## config.mk

```make
export PLATFORM = sky130hd
export DESIGN_NAME = vending_change_ctrl
export DESIGN_NICKNAME = d
export VERILOG_FILES = /design/src/rtl/vending_pkg.sv /design/src/rtl/vending_timeout_cnt.sv /design/src/rtl/vending_change_ctrl.sv
export SDC_FILE = /design/constraint.sdc
export NUM_CORES = 1
export LEC_CHECK = 0
export CAP_MARGIN = 20
export CORE_MARGIN = 2
export CORE_UTILIZATION = 25
export CTS_BUF_LIST = sky130_fd_sc_hd__clkbuf_8
export DETAILED_ROUTE_END_ITERATION = 7
export PLACE_DENSITY = 0.45
export SLEW_MARGIN = 15
export SYNTH_ARGS = -nofsm -noshare
export SYNTH_HDL_FRONTEND = slang
export SYNTH_SLANG_ARGS = --single-unit
```

## constraint.sdc

```tcl
create_clock -name clk -period 2.78 [get_ports clk]
set_input_delay 0.278 -clock clk [delete_from_list [all_inputs] [get_ports clk]]
set_output_delay 0.278 -clock clk [all_outputs]
set_load 0.01 [all_outputs]
```

## src/rtl/vending_pkg.sv

```systemverilog
// Shared types and helpers for the vending change controller.
package vending_pkg;

  // Controller states; IDLE always holds zero credit, COLLECT holds a partial credit.
  typedef enum logic [1:0] {
    IDLE    = 2'd0,
    COLLECT = 2'd1,
    VEND    = 2'd2,
    CHANGE  = 2'd3
  } vend_state_e;

  // Coin codes as delivered by the coin-acceptor decoder.
  localparam logic [1:0] COIN_NONE = 2'b00;
  localparam logic [1:0] COIN_1    = 2'b01;
  localparam logic [1:0] COIN_2    = 2'b10;
  localparam logic [1:0] COIN_3    = 2'b11;

  // Credit value of a coin code, given the three configured denominations.
  function automatic int unsigned coin_value(input logic [1:0] code,
                                             input int unsigned v1,
                                             input int unsigned v2,
                                             input int unsigned v3);
    int unsigned val;
    case (code)
      COIN_1:  val = v1;
      COIN_2:  val = v2;
      COIN_3:  val = v3;
      default: val = 0;
    endcase
    return val;
  endfunction

endpackage

```

## src/rtl/vending_timeout_cnt.sv

```systemverilog
// Inactivity counter: expire_o fires on the enabled cycle where the count
// has reached TIMEOUT-1. TIMEOUT of 0 means the counter never expires.
module vending_timeout_cnt #(
  parameter int unsigned TIMEOUT = 1000
) (
  input  logic clk,
  input  logic reset,
  input  logic clr_i,
  input  logic en_i,
  output logic expire_o
);

  localparam int unsigned CNT_W = (TIMEOUT > 1) ? $clog2(TIMEOUT) : 1;
  localparam logic [CNT_W-1:0] LAST = (TIMEOUT == 0) ? '0 : CNT_W'(TIMEOUT - 1);

  logic [CNT_W-1:0] count_q;
  logic [CNT_W-1:0] count_d;

  assign expire_o = (TIMEOUT != 0) && en_i && (count_q == LAST);

  // Clear wins over counting; expiry also restarts the count so it never overruns LAST.
  always_comb begin
    count_d = count_q;
    if (clr_i || expire_o) begin
      count_d = '0;
    end else if (en_i) begin
      count_d = count_q + 1'b1;
    end
  end

  // Count register.
  always_ff @(posedge clk or posedge reset) begin
    if (reset) begin
      count_q <= '0;
    end else begin
      count_q <= count_d;
    end
  end

endmodule

```

## src/rtl/vending_change_ctrl.sv

```systemverilog
// Multi-coin vending controller: accumulates credit, vends at PRICE, pays
// change one CHG_UNIT per cycle, and refunds on cancel or inactivity.
module vending_change_ctrl
  import vending_pkg::*;
#(
  parameter int unsigned PRICE    = 15,
  parameter int unsigned VAL1     = 5,
  parameter int unsigned VAL2     = 10,
  parameter int unsigned VAL3     = 25,
  parameter int unsigned CHG_UNIT = 5,
  parameter int unsigned CREDIT_W = 8,
  parameter int unsigned TIMEOUT  = 1000
) (
  input  logic                clk,
  input  logic                reset,
  input  logic [1:0]          coin,
  input  logic                cancel,
  output logic                pr_en,
  output logic                chg_en,
  output logic                coin_rej,
  output logic                busy,
  output logic [CREDIT_W-1:0] credit
);

  localparam int unsigned SUM_W   = CREDIT_W + 1;
  localparam int unsigned MAX_VAL = (VAL1 > VAL2) ? ((VAL1 > VAL3) ? VAL1 : VAL3)
                                                  : ((VAL2 > VAL3) ? VAL2 : VAL3);
  localparam logic [SUM_W-1:0]    PRICE_S = SUM_W'(PRICE);
  localparam logic [CREDIT_W-1:0] UNIT_C  = CREDIT_W'(CHG_UNIT);

  // Change is paid in whole units, so every amount must divide evenly.
  if (CHG_UNIT == 0 || (PRICE % CHG_UNIT) != 0 || (VAL1 % CHG_UNIT) != 0 ||
      (VAL2 % CHG_UNIT) != 0 || (VAL3 % CHG_UNIT) != 0) begin : g_bad_unit
    $error("vending_change_ctrl: PRICE and coin values must be multiples of CHG_UNIT");
  end

  // The largest credit ever held is one short of a vend plus the biggest coin.
  if ((PRICE - 1 + MAX_VAL) >= (1 << CREDIT_W)) begin : g_bad_width
    $error("vending_change_ctrl: CREDIT_W too small for PRICE-1+max coin value");
  end

  vend_state_e          state_q, state_d;
  logic [CREDIT_W-1:0]  credit_q, credit_d;
  logic                 coin_rej_q, coin_rej_d;

  logic [SUM_W-1:0]     coinVal;
  logic [SUM_W-1:0]     sum;
  logic                 coinPresent;
  logic                 acceptWindow;
  logic                 coinAccepted;
  logic                 timerClr;
  logic                 timerEn;
  logic                 timeoutExpire;

  assign coinVal      = SUM_W'(coin_value(coin, VAL1, VAL2, VAL3));
  assign sum          = {1'b0, credit_q} + coinVal;
  assign coinPresent  = (coin != COIN_NONE);
  assign acceptWindow = (state_q == IDLE) || (state_q == COLLECT);
  assign coinAccepted = acceptWindow && coinPresent;

  // The timer only runs while a partial credit sits idle in COLLECT.
  assign timerEn  = (state_q == COLLECT) && !coinPresent;
  assign timerClr = (state_q != COLLECT) || coinPresent;

  vending_timeout_cnt #(
    .TIMEOUT (TIMEOUT)
  ) u_timeout (
    .clk      (clk),
    .reset    (reset),
    .clr_i    (timerClr),
    .en_i     (timerEn),
    .expire_o (timeoutExpire)
  );

  // Next-state and credit datapath; cancel on a coin edge beats a vend.
  always_comb begin
    state_d    = state_q;
    credit_d   = credit_q;
    coin_rej_d = !acceptWindow && coinPresent;
    case (state_q)
      IDLE, COLLECT: begin
        if (coinAccepted) begin
          if (cancel) begin
            credit_d = sum[CREDIT_W-1:0];
            state_d  = CHANGE;
          end else if (sum >= PRICE_S) begin
            credit_d = CREDIT_W'(sum - PRICE_S);
            state_d  = VEND;
          end else begin
            credit_d = sum[CREDIT_W-1:0];
            state_d  = COLLECT;
          end
        end else if ((state_q == COLLECT) && (cancel || timeoutExpire)) begin
          state_d = CHANGE;
        end
      end
      VEND: begin
        state_d = (credit_q != '0) ? CHANGE : IDLE;
      end
      CHANGE: begin
        if (credit_q <= UNIT_C) begin
          credit_d = '0;
          state_d  = IDLE;
        end else begin
          credit_d = credit_q - UNIT_C;
        end
      end
      default: begin
        credit_d = '0;
        state_d  = IDLE;
      end
    endcase
  end

  // State, credit and coin-reject registers; reset abandons any change in progress.
  always_ff @(posedge clk or posedge reset) begin
    if (reset) begin
      state_q    <= IDLE;
      credit_q   <= '0;
      coin_rej_q <= 1'b0;
    end else begin
      state_q    <= state_d;
      credit_q   <= credit_d;
      coin_rej_q <= coin_rej_d;
    end
  end

  assign pr_en    = (state_q == VEND);
  assign chg_en   = (state_q == CHANGE);
  assign busy     = (state_q == VEND) || (state_q == CHANGE);
  assign coin_rej = coin_rej_q;
  assign credit   = credit_q;

  // Paying change from zero credit would mean the datapath has been corrupted.
  a_change_nonzero : assert property (@(posedge clk) disable iff (reset)
                                      (state_q != CHANGE) || (credit_q != '0));

endmodule

```

# --- After elaboration in Yosys (flattened, before gate mapping) ---
# Index checks and enable logic that the tools add are counted.
totals:
  ff_bits: 21
  out_inout_bits: 12
classes:
  n_addsub: 4
  magnitude_cmp: 2
  eq_ne: 11
  muxes: 15
  n_reduce_logical: 20
op_table:
  columns: ["operator", "count"]
  rows:
  - ["2-to-1 mux 8 bit", 4]
  - ["2-to-1 mux 10 bit", 2]
  - ["one-hot mux 8 bit (2 select lines)", 1]
  - ["one-hot mux 5 bit (3 select lines)", 1]
  - ["2-to-1 mux 2 bit", 6]
  - ["adder 10 x 1 -> 10 bit, second input constant", 1]
  - ["equality test 10 bit, second input constant", 1]
  - ["adder 8 x 5 -> 9 bit", 1]
  - ["greater-or-equal comparator 9 x 4 -> 1 bit, second input constant", 1]
  - ["equality test 2 bit, second input constant", 4]
  - ["less-or-equal comparator 8 x 3 -> 1 bit, second input constant", 1]
  - ["nonzero test 8 bit", 1]
  - ["subtractor 8 x 3 -> 8 bit, second input constant", 1]
  - ["subtractor 8 x 4 -> 8 bit, second input constant", 1]
  - ["one-hot mux 2 bit (3 select lines)", 1]
  - ["nonzero test 2 bit", 3]
  - ["logical AND 1 bit", 5]
  - ["logical OR 1 bit", 5]
  - ["equality test 2 x 1 -> 1 bit, second input constant", 2]
  - ["!= test 2 x 1 -> 1 bit, second input constant", 2]
  - ["AND reduction 2 bit", 2]
  - ["!= test 3 bit, second input constant", 1]
  - ["zero test 1 bit", 2]
  - ["zero test 2 bit", 1]
  - ["2 further kinds", 2]

# --- Longest topological paths before layout ---
# Gate-level depths: netlist (run 1).
depth:
  depth_word: 9
  mapped_depth: 9
  depth_no_buf: 8

# --- Hierarchy ---
# From an unflattened synthesis (run 1), not the netlist that was laid out.
hier_totals:
  hier_cells: 230
  hier_area_um2: 1944.4
modules_own_cells:
  columns: ["mod", "instances", "cells_per_inst", "area_per_inst_um2"]
  rows:
  - ["vending_change_ctrl", 1, 176, 1428.9]
  - ["vending_timeout_cnt", 1, 54, 515.5]

# --- Worst setup path after synthesis (run 1) ---
# OpenSTA, ideal clock, no wires.
synth_path:
  path_type: "register to register"
  startpoint: "reg credit_q[0], in the netlist credit[0]"
  endpoint: "reg credit_q[6], in the netlist credit[6]"
  t_arrival_ns: 2.378
  required_ns: 2.656
  path_slack_ns: 0.278
  path_stages_with_launch: 8
  n_path_buf: 0
  period_less_slack_ns: 2.502
  path_cell_list: "dfrtp_1 ha_1 fa_1 ha_1 and2_1 a2111oi_0 o221ai_1 o21bai_1"
synth_between:
  elab_chain_cells: 6
synth_rtl:
  columns: ["element", "line", "rtl"]
  rows:
  - ["start: declaration", "vending_change_ctrl.sv:43", "logic [CREDIT_W-1:0] credit_q, credit_d;"]
  - ["start signal: assignment", "vending_change_ctrl.sv:123", "credit_q <= credit_d;"]
  - ["adder 8 x 5 -> 9 bit", "vending_change_ctrl.sv:56", "assign sum = {1'b0, credit_q} + coinVal;"]
  - ["subtractor 8 x 4 -> 8 bit or greater-or-equal comparator 9 x 4 -> 1 bit (tied branches)", "vending_change_ctrl.sv:87, vending_change_ctrl.sv:86", null]
  - ["2-to-1 mux 8 bit", "vending_change_ctrl.sv:86", "end else if (sum >= PRICE_S) begin"]
  - ["2-to-1 mux 8 bit", "vending_change_ctrl.sv:83", "if (cancel) begin"]
  - ["2-to-1 mux 8 bit", "vending_change_ctrl.sv:82", "if (coinAccepted) begin"]
  - ["one-hot mux 8 bit (2 select lines) *", "vending_change_ctrl.sv:80", "case (state_q)"]
# Every way passes the cells marked *; elsewhere a longest branch is shown, timed or not. The select of a mux whose other input is x is not followed.
# A chain may end at the register's enable or synchronous reset.

# --- Worst setup path after layout (run 1) ---
layout_path:
  startpoint: "reg credit_q[0], in the netlist credit[0]"
  endpoint: "reg credit_q[7], in the netlist credit[7]"
# Same word-level chain as after synthesis.

==> impl_metrics.env, run 1 <==
export IMPL_clk_latency_ns=0.26
export IMPL_viasPerCell=4.83
export IMPL_synth_async_reset_ratio_pct=100
export IMPL_yosysSeqAreaShare_pct=29.9
export IMPL_synth_main_ff_cell="dfrtp_1"
export IMPL_synthCells=208
export IMPL_startpoint_type="register"
export IMPL_drt_pass1_iter_count=4
export IMPL_finalSetupViolations=0
export IMPL_route_vias_total=1713
export IMPL_num_antenna_cells=0
export IMPL_first_iter_violations=76
export IMPL_crit_fanout=4
export IMPL_syn_area_um2=1760
export IMPL_cts_root_buf="clkbuf_8"
export IMPL_cap_viol_max_count=0
export IMPL_avgSynthCellArea_um2=8.46
export IMPL_drv_slew=0
export IMPL_p_per_area_nw_per_um2=1190
export IMPL_grt_overflow=0
export IMPL_numPortBuffers=16
export IMPL_worstMarginPinSlew_ns=0.847
export IMPL_die_y_um=87.9
export IMPL_routedWlPerCell_um=13.9
export IMPL_place_gp_congestion=0.820
export IMPL_maxSlewHeadroom_pct=43.5
export IMPL_synth_warnings=0
export IMPL_io_pins=17
export IMPL_rsz0062_at_grt="no"
export IMPL_arrival_ns=2.70
export IMPL_cts_sinks=21
export IMPL_yosys_register_bits=21
export IMPL_drc=0
export IMPL_max_freq_ghz=0.395
export IMPL_hold_buffers=0
export IMPL_p_leak_nw=1.03
export IMPL_synth_nets=223
export IMPL_ir_drop_mv=0.437
export IMPL_min_path_type="register to register"
export IMPL_antenna_found_initial=0
export IMPL_nNetsFinal=275
export IMPL_finalHoldViolations=0
export IMPL_areaGrowthSynthToFinish_pct=35.9
export IMPL_num_rows=30
export IMPL_clk_path_buf_depth=2
export IMPL_synth_cell_types=54
export IMPL_core_um2=6790
export IMPL_die_area_um2=7720
export IMPL_crit_type="register to register"
export IMPL_skew_ns=0.00380
export IMPL_clk_pin_slew_ns=0.08
export IMPL_wl_um=4930
export IMPL_ant_nets=0
export IMPL_start_util_pct=25.9
export IMPL_grt_max_degree=22
export IMPL_dp_hpwl_um=3810
export IMPL_crit_required_ns=2.95
export IMPL_drive_gt1_share_pct=24.3
export IMPL_end_kind="register"
export IMPL_grt_pass1_vias=1645
export IMPL_finalPower_mw=2.84
export IMPL_period_share_pct=91.0
export IMPL_synth_edff_count=0
export IMPL_fin_crit_ns=2.53
export IMPL_grt_pass1_wl_um=8530
export IMPL_cts_htree_levels=1
export IMPL_fp_dieW_um=87.9
export IMPL_final_util_pct=35.2
export IMPL_grtUsageTotal_pct=14.0
export IMPL_cts_tree="yes"
export IMPL_status="finished, final reports clean"
export IMPL_cts_made_buffers=3
-- cell type report --
cell class | count | area (um^2)
repair buffers | 58 | 480
flip-flops and latches | 21 | 526
multi-input cells | 168 | 1190
inverters | 8 | 30.0
fillers | 713 | 4400
well taps | 96 | 120
clock inverters | 1 | 5.00
clock buffers | 3 | 41.3
-- cell usage after synthesis (3+ instances only) --
cell	instances	share of area, %
o31ai_1	3	1.3
nand3b_1	3	1.3
nor3_1	5	1.4
o21ai_0	9	2.6
a21oi_1	12	3.4
buf_2	3	0.85
nor4_1	4	1.4
xnor2_1	7	3.5
inv_1	8	1.7
ha_1	9	6.4
dfrtp_1	21	30
nor2b_1	6	2.1
xor2_1	6	3.0
nor2_1	26	5.5
a21o_1	5	2.1
nand2_1	15	3.2
and2_1	5	1.8
clkbuf_1	7	1.5
nand3_1	7	2.0
-- through the flow --
step                hold slack, ns  worst slack, ns  area, um^2  cells  setup TNS [ns]
finish                       0.460            0.249        2390    355               0
CTS                          0.466           0.0371        2340    354               0
global route                 0.481           0.0961        2390    355               0
global placement             0.454           -0.361        2290    350           -1.49
floorplan                    0.255            0.278        1760    208               0
detailed placement           0.454           -0.276        2290    350           -1.50
-- final timing paths --
kind,from,endpoint,slack [ns],cells past startpoint
worst max-delay path,credit[0]$_DFFE_PP0P_,credit[7]$_DFFE_PP0P_,0.25,9
worst min-delay path,u_timeout.count_q[0]$_DFFE_PP0P_,u_timeout.count_q[0]$_DFFE_PP0P_,0.46,1
worst max register to register,credit[0]$_DFFE_PP0P_,credit[7]$_DFFE_PP0P_,0.25,9
worst min register to register,u_timeout.count_q[0]$_DFFE_PP0P_,u_timeout.count_q[0]$_DFFE_PP0P_,0.46,1
max in group asynchronous,reset,u_timeout.count_q[1]$_DFFE_PP0P_,1.77,2
min in group asynchronous,reset,credit[6]$_DFFE_PP0P_,0.48,2
-- cells by family (layout without fill, tap and decap cells) --
logic type                 count (synthesis)  after routing  synth area share, %
AOI/OAI and AO/OA                         60             60                 26.6
DFF                                       21             21                 29.9
buffers and inverters                     19             70                 4.69
and+or+nand+nor                           85             85                 24.8
adders and majority gates                 10             10                 7.54
xor gates and xnor gates                  13             13                 6.47
-- repair_timing --
action	CTS	global route
buffers inserted	0	1
resized for setup	1	10
pin swaps	0	3
setup endpoints to repair	1	8
-- power by group --
group / internal (mW) / switching [mW]
logic: 1.05 / 1.07
registers: 0.390 / 0.124
clock network: 0.0999 / 0.105
-- layer usage --
layer	part of all wire, %	up-vias	GRT usage [%]
met5	0	-	0
met1	51	817	21.5
li1	-	869	-
met4	0	0	1.82
met3	3.4	0	2.64
met2	46	27	20.7
-- worst max-delay path, stage by stage (launching register included) --
cell and delay, ns:
dfrtp_1 0.40, ha_1 0.22, fa_2 0.37, a21o_1 0.20
a21oi_2 0.19, xnor2_2 0.13, buf_4 0.17, a211o_1 0.28
o31a_1 0.25, o31ai_1 0.23
-- cell usage in the layout, fill, tap and decap left out, drive strengths merged, types with 3 or more instances in the layout --
master	instances
buf	42
nor2	26
dfrtp	21
nand2	15
clkdlybuf4s50	14
a21oi	13
o21ai	10
ha	9
inv	8
nand3	7
xnor2	7
xor2	6
nor2b	6
nor3	5
a21o	5
and2	5
nor4	5
nand3b	3
o31ai	3
clkbuf	3
a221oi	3
-- sequential cells by signal, indices dropped and copies added (netlist names) --
signal,flops
credit,8
coin_rej,1
u_timeout.count_q,10
state_q,2
Power figures use the tool's default switching activity.
==> run 2, diff against run 1 <==
--- a/config.mk
+++ b/config.mk
@@ -5,8 +5,7 @@
 export SDC_FILE = /design/constraint.sdc
 export NUM_CORES = 1
 export LEC_CHECK = 0
-export CAP_MARGIN = 20
-export CORE_MARGIN = 2
+export CORE_MARGIN = 1.5
 export CORE_UTILIZATION = 25
 export CTS_BUF_LIST = sky130_fd_sc_hd__clkbuf_8
 export DETAILED_ROUTE_END_ITERATION = 7
==> constraint.sdc (replaced) <==
create_clock -name clk -period 2.78 [get_ports clk]
set_input_delay 0.278 -clock clk [delete_from_list [all_inputs] [get_ports clk]]
set_output_delay 0.278 -clock clk [all_outputs]
set_load 0.005 [all_outputs]
==> run 2 against run 1 <==
Count of clock-buffer cells in the layout is the same; global-route usage grew 0.38 points; die area shrank 2.3%; clock power grew 3%; final cell count shrank 2.5%; core utilization shrank 0.96 points; critical endpoint is now credit[4]$_DFFE_PP0P_; design area shrank 2.7%; hold slack gained 0.0048 ns; register-to-register slack lost 0.03 ns; power shrank 2.9%.
==> impl_metrics.env, run 2 (synthesis results as in run 1) <==
export IMPL_fp_dieW_um=86.9
export IMPL_seq_power_share_pct=18.7
export IMPL_areaGrowthSynthToFinish_pct=32.2
export IMPL_grt_use_met2_pct=22.1
export IMPL_p_switching_mw=1.25
export IMPL_p_comb_share_pct=73.6
export IMPL_largest_reg_flops=10
export IMPL_finalSetupViolations=0
export IMPL_setup_slack_ns=0.122
export IMPL_worstHoldStart="u_timeout.count_q[0]$_DFFE_PP0P_"
export IMPL_fin_cells=346
export IMPL_cts_setup_buffers=0
export IMPL_cts_tree="yes"
export IMPL_drive_gt1_share_pct=20.4
export IMPL_grt_pass1_vias=1733
export IMPL_worstMarginPinSlew_ns=0.851
export IMPL_design_area_um2=2330
export IMPL_drc=0
export IMPL_final_util_pct=34.2
export IMPL_p_int_mw=1.51
export IMPL_maxSlewHeadroom_pct=43.2
export IMPL_drt_pass1_iter_count=5
export IMPL_startpoint_type="primary input"
export IMPL_finalHoldViolations=0
export IMPL_timing_rr_start="credit[0]$_DFFE_PP0P_"
export IMPL_first_iter_violations=60
export IMPL_clk_pin_slew_ns=0.08
export IMPL_power_frac_clock_pct=7.7
export IMPL_ant_nets=0
export IMPL_tns_ns=0
export IMPL_regMostFlops="u_timeout.count_q"
export IMPL_wl_um=4810
export IMPL_viasPerCell=4.85
export IMPL_start_util_pct=25.9
export IMPL_clk_path_buf_depth=2
export IMPL_cap_viol_max_count=0
export IMPL_cts_root_buf="clkbuf_8"
export IMPL_worst_r2r_setup_slack_ns=0.22
export IMPL_rr_worst_depth=9
export IMPL_antenna_found_initial=0
export IMPL_switching_share_pct=45.4
export IMPL_hold_buffers=0
export IMPL_p_leak_nw=0.967
export IMPL_grtUsageTotal_pct=14.3
export IMPL_route_vias_total=1679
export IMPL_dp_slack_ns=-0.258
export IMPL_crit_required_ns=2.91
export IMPL_grt_pass1_wl_um=8560
export IMPL_cts_htree_levels=1
export IMPL_grt_max_degree=22
export IMPL_core_um2=6790
export IMPL_ir_drop_mv=0.403
export IMPL_numPortBuffers=16
export IMPL_max_freq_ghz=0.376
export IMPL_placed_area_um2=2250
export IMPL_cts_sinks=21
export IMPL_grt_util_met1_pct=20.2
export IMPL_fin_crit_ns=2.66
export IMPL_layout_commonest_cell="buf_4"
export IMPL_die_area_um2=7550
export IMPL_num_rows=30
export IMPL_nNetsFinal=266
export IMPL_min_path_type="register to register"
export IMPL_period_share_pct=95.6
export IMPL_globalRoute_busiestLayer="met2"
export IMPL_clk_latency_ns=0.27
export IMPL_p_per_area_nw_per_um2=1190
export IMPL_hold_path_endpoint="u_timeout.count_q[0]$_DFFE_PP0P_"
export IMPL_hold_ws_ns=0.465
export IMPL_drv_slew=0
export IMPL_io_pins=17
export IMPL_reg2reg_to="credit[4]$_DFFE_PP0P_"
export IMPL_rsz0062_at_grt="no"
export IMPL_end_kind="register"
export IMPL_grt_overflow=0
export IMPL_cts_made_buffers=3
export IMPL_place_gp_congestion=0.834
export IMPL_status="finished, final reports clean"
export IMPL_die_y_um=86.9
export IMPL_routedWlPerCell_um=13.9
export IMPL_crit_type="primary input to register"
export IMPL_final_cell_mix="32 x buf_4, 26 x nor2_1, 21 x dfrtp_1"
export IMPL_skew_ns=0.0117
export IMPL_post_place_cells=342
export IMPL_dp_hpwl_um=3720
export IMPL_num_antenna_cells=0
export IMPL_arrival_ns=2.79
export IMPL_crit_fanout=9
export IMPL_hold_depth=1
export IMPL_finalPower_mw=2.76
export IMPL_grt_use_met3_pct=2.84
-- run 2: cell types whose count changed in the layout (fill, tap and decap cells not counted), sizes merged --
| cell | previous run | this run |
|---|---|---|
| clkdlybuf4s50 | 14 | 15 |
| buf | 42 | 33 |
| dlymetal6s2s | 2 | 1 |
-- run 2: routing by layer --
layer	up-vias	routed length [um]
li1	848	-
met1	791	2470
met2	30	2090
met3	10	151
met4	0	101
met5	-	0
-- run 2: worst max path at each step --
stage | from | endpoint | slack, ns
floorplan | credit[0]$_DFFE_PP0P_ | credit[6]$_DFFE_PP0P_ | 0.31
global placement | coin[0] | credit[3]$_DFFE_PP0P_ | -0.20
detailed placement | coin[0] | credit[3]$_DFFE_PP0P_ | -0.26
CTS | coin[0] | credit[3]$_DFFE_PP0P_ | 0.05
global route | coin[1] | credit[4]$_DFFE_PP0P_ | 0.002
finish | coin[1] | credit[4]$_DFFE_PP0P_ | 0.12
-- run 2: area by class of cell --
cell class,count,area (um^2)
clock buffers,3,41.3
clock inverters,1,5.00
fillers,721,4470
inverters,8,30.0
multi-input cells,168,1180
flip-flops and latches,21,526
well taps,96,120
repair buffers,49,423
-- run 2: worst max-delay path: stages --
cell,delay (ns)
clkdlybuf4s50_1,0.48
nor2b_2,0.20
fa_1,0.46
a21o_1,0.21
a21oi_2,0.20
nand3b_1,0.16
a221oi_4,0.34
buf_12,0.17
and2_1,0.19
o311ai_1,0.12
-- run 2: power groups by stage --
stage / clock (mW) / combinational, mW / sequential, mW
2_1_floorplan: 0 / 1.16 / 0.499
3_3_place_gp: 0 / 1.98 / 0.532
3_5_place_dp: 0 / 1.97 / 0.527
4_1_cts: 0.218 / 1.98 / 0.521
5_1_grt: 0.233 / 2.26 / 0.539
6_report: 0.212 / 2.03 / 0.517
-- run 2: repair_timing --
item                                    CTS  global route
gates resized for setup                   0             7
hold endpoints to repair                  0             0
endpoints found under the setup margin    0             8
==> run 3, diff against run 2 <==
--- a/config.mk
+++ b/config.mk
@@ -5,6 +5,7 @@
 export SDC_FILE = /design/constraint.sdc
 export NUM_CORES = 1
 export LEC_CHECK = 0
+export CAP_MARGIN = 0
 export CORE_MARGIN = 1.5
 export CORE_UTILIZATION = 25
 export CTS_BUF_LIST = sky130_fd_sc_hd__clkbuf_8
==> results of run 3 <==
No change in the layout: final DEF, timing and power equal those of run 2.
==> patch, RTL diff (flow settings as in run 2) <==
Re-encode `vend_state_e` (4 states) as one-hot, 4 bits wide.
--- a/src/rtl/vending_pkg.sv
+++ b/src/rtl/vending_pkg.sv
@@ -3,9 +3,9 @@
 
   // Controller states; IDLE always holds zero credit, COLLECT holds a partial credit.
-  typedef enum logic [1:0] {
-    IDLE    = 2'd0,
-    COLLECT = 2'd1,
-    VEND    = 2'd2,
-    CHANGE  = 2'd3
+  typedef enum logic [3:0] {
+    IDLE    = 4'b0001,
+    COLLECT = 4'b0010,
+    VEND    = 4'b0100,
+    CHANGE  = 4'b1000
   } vend_state_e;
 
Check against the original RTL: no difference found for any inputs over 10 cycles, from zero or initial values and one cycle with reset high; not proved beyond that.
==> patch against run 2 <==
Sequential cell count up 2. Highest routed layer is now met3. Cell area up 8.3%. Count of clock-buffer cells in the layout is the same. Synthesized area up 3.4%. Non-clock buffer count is 10 higher. Total power down 24%. Via count is 5.1% higher. Largest cell class unchanged. Routed wire length increased by 5.3%. Worst setup slack lost 57 ps. Maximum frequency fell by 2.1%.
==> patch: results (changes against run 2) <==
[worst_hold_path]
whs_path_depth=4  ; +3
holdPathEnd=coin_rej$_DFF_PP0_
hp-class=input pin to register
hold_path_startpoint=coin[0]

[worst_setup_path]
r2r_slack_ps=70  ; -150 ps
crit_slowest_cell=dfrtp_1
timing.rr.end=credit[6]$_DFFE_PP0P_
worstReg2RegStart=credit[0]$_DFFE_PP0P_
cp_slowest_stage_delay_ps=370  ; -110 ps
crit_type=register to register
worstPathMaxFanout=3  ; -6
r2r_cells=11  ; +2
crit_family=compound AO/OA/AOI/OAI gates

[place]
gp_congestion=0.798  ; -4.4%
placed_cell_area_mm2=0.00236  ; +5.0%
place_hpwl_um=4060  ; +9.1%
pre_cts_ws_ps=-543  ; -285 ps
dp_cells=361  ; +5.6%
port_buffers=16  ; unchanged

[logic_synthesis]
synth_common_cells=28 x nor2_1, 22 x dfrtp_1, 21 x nand2_1, 14 x inv_1, 13 x a21oi_1
yosys_warnings=0  ; unchanged
synth_cells=217  ; +4.3%
ys_async_sr_fraction_pct=100  ; unchanged
seq_area_frac_synth_pct=31.7  ; +1.8 points
synthTopCellsByArea=dfrtp_1 30%, ha_1 6.9%, nor2_1 5.8%
syn_nets=233  ; +4.5%
synth.distinct_cells=50  ; -7.4%

[global_route]
grt_pass1_vias=1668  ; -3.8%
grt_max_degree=24  ; +9.1%
grt_use_total_pct=13.7  ; -0.70 points
antenna_found_initial=0  ; unchanged
grt_pass1_wl_um=8340  ; -2.6%

[finish]
filler_cell_count=754  ; +4.6%
largest_reg_flops=10  ; unchanged
instances_no_fill=371  ; +7.2%
regMostFlops=u_timeout.count_q
drive_gt1_share_pct=26.9  ; +6.5 points
final_nets=292  ; +9.8%

[status]
status=finished clean

[timing]
clock_skew_ps=5.67  ; -6.06 ps
whs_ps=482  ; +17.4 ps
final.min_clock_period_ps=2710  ; +56.6 ps
tightest_slew_ps=915  ; +64.0 ps

[routing]
wl_met3_um=133  ; -12%
wl_met1_um=2400  ; -3.0%
dr.pass1.iters=4  ; -1
top_layer_used=met3
via_per_inst=4.75  ; -2.0%
dr_wl_met2_um=2530  ; +21%
wl_um=5070  ; +5.3%
drt_iter0_drc=91  ; +52%

[cts]
cts_buffers=3  ; unchanged
cts.clk_slew.worst_paths_ps=90
htreeDepth=1  ; unchanged

[power]
vdd_ir_drop_max_uv=212  ; -47%
p_leak_nw=1.06  ; +9.9%
switching_power_w=0.000878  ; -30%

==> patch: what timing repair did <==
item / in CTS / in global routing
pin swaps: 3 / 10
setup buffers: 3 / 3
endpoints found under the setup margin: 10 / 9
hold buffers: 0 / 0
gates resized for setup: 9 / 9
==> patch: tightest hold or removal path: cells and delay by family <==
family | cells | cell delay (ps)
buf+inv | 2 | 260
simple gates | 2 | 170
==> patch: logic make-up (layout without fill, tap and decap cells) <==
kind of cell / Yosys count / after routing / synth area share (%)
buffers and inverters: 19 / 77 / 3.92
flip-flops: 23 / 23 / 31.7
adder cells (fa/ha/maj): 11 / 11 / 7.98
AND/OR/NAND/NOR: 90 / 90 / 24.9
AO/OA/AOI/OAI: 53 / 53 / 21.0
XOR/XNOR: 17 / 17 / 8.18
multiplexers: 4 / 4 / 2.27
==> patch: layer usage <==
| layer | vias to the layer above | GRT usage (%) |
|---|---|---|
| li1 | 894 | - |
| met2 | 31 | 23.0 |
| met5 | - | 0 |
| met1 | 839 | 18.9 |
| met3 | 0 | 2.24 |
| met4 | 0 | 1.70 |
==> patch: final cells by class <==
type / count / area, um2 / area share, %
Multi-Input combinational cell: 175 / 1250 / 49.5
Sequential cell: 23 / 578 / 22.9
Timing Repair Buffer: 59 / 477 / 18.9
Tap cell: 96 / 120 / 4.77
Inverter: 14 / 52.6 / 2.09
Clock buffer: 3 / 41.3 / 1.64
Clock inverter: 1 / 5.00 / 0.199
==> patch: power by group through the flow <==
stage          Combinational, W  Sequential (W)  Clock, W
2_1_floorplan          0.000719        0.000495         0
3_3_place_gp            0.00126        0.000517         0
3_5_place_dp            0.00126        0.000516         0
4_1_cts                 0.00133        0.000510  0.000221
5_1_grt                 0.00152        0.000525  0.000236
6_report                0.00138        0.000510  0.000214
